<file path="src/rtl/wdt_esc_ctrl_if.sv">
// Signal bundle between the watchdog escalation controller and its environment.
// slave = controller side, master = requesters / watchdog / reset-controller side.
interface wdt_esc_ctrl_if #(
    parameter int NUM_REQ = 4,
    parameter int ESC_W   = 16
);
    logic [NUM_REQ-1:0] req_en_i;
    logic [NUM_REQ-1:0] kick_i;
    logic               wdt_ovf_i;
    logic               wdt_clear_o;
    logic [ESC_W-1:0]   esc_timeout_i;
    logic               esc_ack_i;
    logic               irq_o;
    logic               nmi_o;
    // Reset handshake: rst_req_o acts as valid and stays high until rst_ack_i
    // (ready) is sampled high in the same cycle; the transfer completes on that edge.
    logic               rst_req_o;
    logic               rst_ack_i;
    logic [NUM_REQ-1:0] kicked_o;
    logic [1:0]         state_o;

    modport slave (
        input  req_en_i, kick_i, wdt_ovf_i, esc_timeout_i, esc_ack_i, rst_ack_i,
        output wdt_clear_o, irq_o, nmi_o, rst_req_o, kicked_o, state_o
    );

    modport master (
        output req_en_i, kick_i, wdt_ovf_i, esc_timeout_i, esc_ack_i, rst_ack_i,
        input  wdt_clear_o, irq_o, nmi_o, rst_req_o, kicked_o, state_o
    );
endinterface

</file>
<file path="src/rtl/wdt_esc_ctrl.sv">
// Watchdog kick aggregator and staged escalation sequencer (IRQ -> NMI -> reset request).
// Define WDT_ESC_NMI_EN to include the NMI stage; otherwise IRQ escalates straight to reset.
module wdt_esc_ctrl #(
    parameter int NUM_REQ = 4,
    parameter int ESC_W   = 16
) (
    input  logic          clk_i,
    input  logic          rst_ni,
    wdt_esc_ctrl_if.slave bus
);

    typedef enum logic [1:0] {
        ST_IDLE = 2'd0,
        ST_IRQ  = 2'd1,
        ST_NMI  = 2'd2,
        ST_RST  = 2'd3
    } state_e;

`ifdef WDT_ESC_NMI_EN
    localparam state_e IRQ_NEXT = ST_NMI;
`else
    localparam state_e IRQ_NEXT = ST_RST;
`endif

    state_e             state_q, state_d;
    logic [ESC_W-1:0]   timer_q, timer_d;
    logic [NUM_REQ-1:0] kicked_q, kicked_d;
    logic               clear_q, clear_d;

    logic [NUM_REQ-1:0] next_kicked;
    logic               round_done;
    logic               expired;

    assign next_kicked = kicked_q | (bus.kick_i & bus.req_en_i);
    assign round_done  = (&(next_kicked | ~bus.req_en_i)) && (|bus.req_en_i);
    assign expired     = (timer_q == '0);

    always_comb begin
        state_d  = state_q;
        timer_d  = timer_q;
        kicked_d = '0;
        clear_d  = 1'b0;
        unique case (state_q)
            ST_IDLE: begin
                // Overflow wins over a completing kick: escalate without restarting.
                if (bus.wdt_ovf_i) begin
                    state_d = ST_IRQ;
                    timer_d = bus.esc_timeout_i;
                end else if (round_done) begin
                    clear_d = 1'b1;
                end else begin
                    kicked_d = next_kicked;
                end
            end
            ST_IRQ, ST_NMI: begin
                if (bus.esc_ack_i) begin
                    state_d = ST_IDLE;
                    clear_d = 1'b1;
                end else if (expired || bus.wdt_ovf_i) begin
                    state_d = (state_q == ST_IRQ) ? IRQ_NEXT : ST_RST;
                    timer_d = bus.esc_timeout_i;
                end else begin
                    timer_d = timer_q - ESC_W'(1);
                end
            end
            ST_RST: begin
                if (bus.rst_ack_i) begin
                    state_d = ST_IDLE;
                end
            end
            default: state_d = ST_IDLE;
        endcase
    end

    always_ff @(posedge clk_i or negedge rst_ni) begin
        if (!rst_ni) begin
            state_q  <= ST_IDLE;
            timer_q  <= '0;
            kicked_q <= '0;
            clear_q  <= 1'b0;
        end else begin
            state_q  <= state_d;
            timer_q  <= timer_d;
            kicked_q <= kicked_d;
            clear_q  <= clear_d;
        end
    end

    // Stage outputs decode the registered state, so they are glitch-free and one-hot.
    assign bus.state_o     = state_q;
    assign bus.kicked_o    = kicked_q;
    assign bus.wdt_clear_o = clear_q;
    assign bus.irq_o       = (state_q == ST_IRQ);
    assign bus.rst_req_o   = (state_q == ST_RST);
`ifdef WDT_ESC_NMI_EN
    assign bus.nmi_o       = (state_q == ST_NMI);
`else
    assign bus.nmi_o       = 1'b0;
`endif

endmodule

</file>
<file path="src/flat_wrapper.sv">
// flat-port wrapper written by rule: the top's interface ports become plain ports
module wdt_esc_ctrl_flat 
#(
    parameter int NUM_REQ = 4,
    parameter int ESC_W   = 16
)
  (clk_i, rst_ni, bus_req_en_i, bus_kick_i, bus_wdt_ovf_i, bus_esc_timeout_i, bus_esc_ack_i, bus_rst_ack_i, bus_wdt_clear_o, bus_irq_o, bus_nmi_o, bus_rst_req_o, bus_kicked_o, bus_state_o);
  wdt_esc_ctrl_if #(.NUM_REQ(NUM_REQ), .ESC_W(ESC_W)) bus_i ();
  input  logic clk_i;
  input  logic rst_ni;
  input wire logic [$bits(bus_i.req_en_i)-1:0] bus_req_en_i;
  input wire logic [$bits(bus_i.kick_i)-1:0] bus_kick_i;
  input wire logic [$bits(bus_i.wdt_ovf_i)-1:0] bus_wdt_ovf_i;
  input wire logic [$bits(bus_i.esc_timeout_i)-1:0] bus_esc_timeout_i;
  input wire logic [$bits(bus_i.esc_ack_i)-1:0] bus_esc_ack_i;
  input wire logic [$bits(bus_i.rst_ack_i)-1:0] bus_rst_ack_i;
  output wire logic [$bits(bus_i.wdt_clear_o)-1:0] bus_wdt_clear_o;
  output wire logic [$bits(bus_i.irq_o)-1:0] bus_irq_o;
  output wire logic [$bits(bus_i.nmi_o)-1:0] bus_nmi_o;
  output wire logic [$bits(bus_i.rst_req_o)-1:0] bus_rst_req_o;
  output wire logic [$bits(bus_i.kicked_o)-1:0] bus_kicked_o;
  output wire logic [$bits(bus_i.state_o)-1:0] bus_state_o;
  assign bus_i.req_en_i = bus_req_en_i;
  assign bus_i.kick_i = bus_kick_i;
  assign bus_i.wdt_ovf_i = bus_wdt_ovf_i;
  assign bus_i.esc_timeout_i = bus_esc_timeout_i;
  assign bus_i.esc_ack_i = bus_esc_ack_i;
  assign bus_i.rst_ack_i = bus_rst_ack_i;
  assign bus_wdt_clear_o = bus_i.wdt_clear_o;
  assign bus_irq_o = bus_i.irq_o;
  assign bus_nmi_o = bus_i.nmi_o;
  assign bus_rst_req_o = bus_i.rst_req_o;
  assign bus_kicked_o = bus_i.kicked_o;
  assign bus_state_o = bus_i.state_o;
  wdt_esc_ctrl #(.NUM_REQ(NUM_REQ), .ESC_W(ESC_W)) u_core (.clk_i(clk_i), .rst_ni(rst_ni), .bus(bus_i));
endmodule
</file>
<file path="config.mk">
export PLATFORM = sky130hd
export DESIGN_NAME = wdt_esc_ctrl_flat
export DESIGN_NICKNAME = d
export VERILOG_FILES = /design/src/rtl/wdt_esc_ctrl_if.sv /design/src/rtl/wdt_esc_ctrl.sv /design/src/flat_wrapper.sv
export SDC_FILE = /design/constraint.sdc
export NUM_CORES = 1
export LEC_CHECK = 0
export ABC_AREA = 1
export BUFFER_PORTS_ARGS = -buffer_cell sky130_fd_sc_hd__buf_2
export CORE_UTILIZATION = 45
export CTS_CLUSTER_SIZE = 30
export DETAILED_ROUTE_END_ITERATION = 12
export PLACE_DENSITY = 0.69
export SKIP_LAST_GASP = 1
export SYNTH_ARGS = -nofsm -noshare
export SYNTH_HDL_FRONTEND = slang
export SYNTH_SLANG_ARGS = --single-unit
</file>
<file path="constraint.sdc">
create_clock -name clk_i -period 3.1 [get_ports clk_i]
set_input_delay 0.465 -clock clk_i [delete_from_list [all_inputs] [get_ports clk_i]]
set_output_delay 0.465 -clock clk_i [all_outputs]
set_load 0.05 [all_outputs]
</file>
==> impl_metrics.yaml <==
die:
  row_count: 21
  ioPinCount: 39
  fp.dieH_um: 63.1
  initial_core_util: 0.488
  die_area_mm2: 0.00398
  fp.coreArea_mm2: 0.00344
  die_x_um: 63.1
clock_tree:
  cts-buffers-inserted: 3
  cts_buffer_depth: 2
  post_cts_buffers: 0
  cts-hold-fix-buffers: 0
  ctsHtreeMaxLevel: 1
  cts-root-buf: "clkbuf_8"
  cts_sinks: 23
  post_cts_resized: 0
  clkTransAtPathRegs_ns: 0.08
  cts_tree: "done"
  clk-insertion-delay-late_ns: 0.26
setup_path:
  arrival_ns: 2.33
  required_ns: 3.25
  crit_type: "reg2reg"
  reg2reg_from: "u_core.bus.state_o[0]$_DFFE_PN0P_"
  cp_max_fo: 18
  cp-startpoint: "u_core.bus.state_o[0]$_DFFE_PN0P_"
  cp-start-kind: "flip-flop"
  critPathCaptureType: "flip-flop"
place:
  port_buffers: 37
  postPlaceCellArea_mm2: 0.00188
  finalWeightedCongestion: 0.902
  hpwl_um: 2710
  place_ws_ns: 0.927
  dp_cells: 335
global_routing:
  antenna_found_initial: 0
  grt_pass1_vias: 1562
  grt_max_degree: 24
  grt_usage: 0.212
  gr-total-overflow: 0
  grt_pass1_wl_um: 6660
synth:
  syn_avg_cell_area_um2: 6.51
  syn-instance-count: 258
  synth_top_cell_area_share: 0.343
  yosysMostFrequentCell: "nand2_1"
  synth_area_mm2: 0.00168
  synthDistinctLibCells: 29
  ys_seq_area_frac: 0.343
  ys_warn_count: 0
  synthArstFlopShare: 1.00
  synth_nets: 291
  synth_top_area_cell: "dfrtp_1"
  synth.area.top_cells: "dfrtp_1 (34%), nand2_1 (21%), inv_1 (8.3%)"
  synth_common_cells: "nand2_1 (94), inv_1 (37), nor2_1 (31), dfrtp_1 (23), nand3_1 (23)"
  ys_seq_elements: 23
  synth-main-ff-cell: "dfrtp_1"
  synth-edff-count: 0
timing:
  setup_violations: 0
  tightest_slew_ns: 0.654
  fmax_mhz: 460
  holdWs_ns: 0.162
  rsz0062_at_grt: "no"
  slew_violations: 0
  layout_setup_ws_ns: 0.925
  fin_crit_ns: 2.18
  timing.slew.headroom: 0.563
  hold_viol_final: 0
  setup_tns_ns: 0
  clock_skew_ns: 0.00210
  finalCritPeriodShare: 0.702
pwr:
  seq_power_share: 0.285
  power_frac_comb: 0.623
  power_switching_share: 0.533
  pwr-share-clk: 0.092
  peakVddDrop_uv: 609
  p_sw_uw: 1090
  internal_power_uw: 958
  powerDensity_mw_per_mm2: 1070
  leakage_uw: 0.00110
route:
  ant_nets: 0
  dr.pass1.iters: 4
  drt-total-wl_um: 3610
  drc_errors: 0
  drt_iter0_drc: 37
  num_vias: 1623
  vias_per_cell: 4.79
  wl_per_cell_um: 10.6
hold_path:
  hold_path_class: "in2async"
cells_and_area:
  antenna_cells: 0
  fin_cells: 339
  nets: 327
  fin_area_mm2: 0.00192
  drive_gt1_frac: 0.171
  area_delta_synth_final_pct: 14.5
status:
  status: "finished clean"
run:
  cap_viol_max_count: 0
## logic make-up (layout without fill, tap and decap cells)
| group | count (synthesis) | count (layout) | synth area share |
|---|---|---|---|
| XOR/XNOR | 5 | 5 | 0.0261 |
| other | 1 | 1 | 0.00223 |
| adder cells (fa/ha/maj) | 4 | 4 | 0.0298 |
| buffers and inverters | 45 | 80 | 0.113 |
| AO/OA/AOI/OAI | 17 | 17 | 0.0663 |
| AND/OR/NAND/NOR | 163 | 163 | 0.420 |
| flip-flops | 23 | 23 | 0.343 |
## through the flow
stage,total power (µW),utilization
floorplan,1640,-
global placement,1850,0.546
detailed placement,1870,0.546
CTS,2070,0.559
global route,2290,0.559
finish,2050,0.559
## critical path, cell delays in order (launching register included)
cell	delay, ns
dfrtp_1	0.40
inv_1	0.07
ha_1	0.45
o211ai_2	0.61
inv_2	0.30
nand3_1	0.15
o21ai_1	0.07
## metal layers
layer,routed length (µm),vias to the layer above,track usage
li1,-,864,-
met5,0,-,0
met2,1650,25,0.352
met4,43,0,0.0785
met1,1800,729,0.270
met3,116,5,0.0435
## final cells by class
cell class / count / area [µm²]
multi-input combinational: 190 / 913
sequential: 23 / 576
fill: 358 / 1520
clock buffer: 4 / 45.0
tap: 46 / 57.6
inverter: 39 / 146
timing repair buffer: 37 / 185
## state kept, by name, indices dropped and copies added, names as in the netlist
register                count
u_core.bus.kicked_o         4
u_core.bus.state_o          2
u_core.bus.wdt_clear_o      1
u_core.timer_q             16
## power groups by stage
| stage | Clock (µW) | Combinational, µW | Sequential (µW) |
|---|---|---|---|
| 5_1_grt | 206 | 1480 | 602 |
| 3_5_place_dp | 0 | 1290 | 586 |
| 6_report | 189 | 1280 | 584 |
| 3_3_place_gp | 0 | 1260 | 585 |
| 4_1_cts | 195 | 1290 | 582 |
| 2_1_floorplan | 0 | 1010 | 634 |
## final timing paths
path,endpoint,slack [ns],depth (start not counted)
max,u_core.timer_q[1]$_DFFE_PN0P_,0.92,6
min,u_core.bus.kicked_o[0]$_DFF_PN0_,0.16,1
max reg2reg,u_core.timer_q[1]$_DFFE_PN0P_,0.92,6
min reg2reg,u_core.bus.kicked_o[0]$_DFF_PN0_,0.53,2
max in group asynchronous,u_core.timer_q[4]$_DFFE_PN0P_,2.59,1
min in group clk_i,u_core.bus.kicked_o[0]$_DFF_PN0_,0.46,3
## cell usage in the layout, fill, tap and decap left out
cell / Yosys / layout
clkbuf_1: 1 / 1
o21bai_2: 1 / 1
conb_1: 1 / 1
nor3_1: 1 / 1
a21oi_1: 7 / 7
o21ai_0: 1 / 1
nand3_1: 23 / 23
nand4_1: 7 / 7
nor2_4: 2 / 2
xnor2_1: 4 / 4
ha_1: 4 / 4
nand2_4: 1 / 1
nand3_4: 1 / 1
xor2_1: 1 / 1
o211ai_2: 1 / 1
clkbuf_8: 0 / 3
dfrtp_1: 23 / 23
buf_2: 2 / 37
inv_2: 2 / 2
nor3b_1: 1 / 1
nand2_1: 94 / 94
o21ai_1: 2 / 2
o21bai_1: 4 / 4
inv_1: 37 / 37
nand2_2: 1 / 1
a22oi_1: 1 / 1
nor2_1: 31 / 31
nor2_2: 1 / 1
No activity file was read; power rests on OpenSTA's default activity.
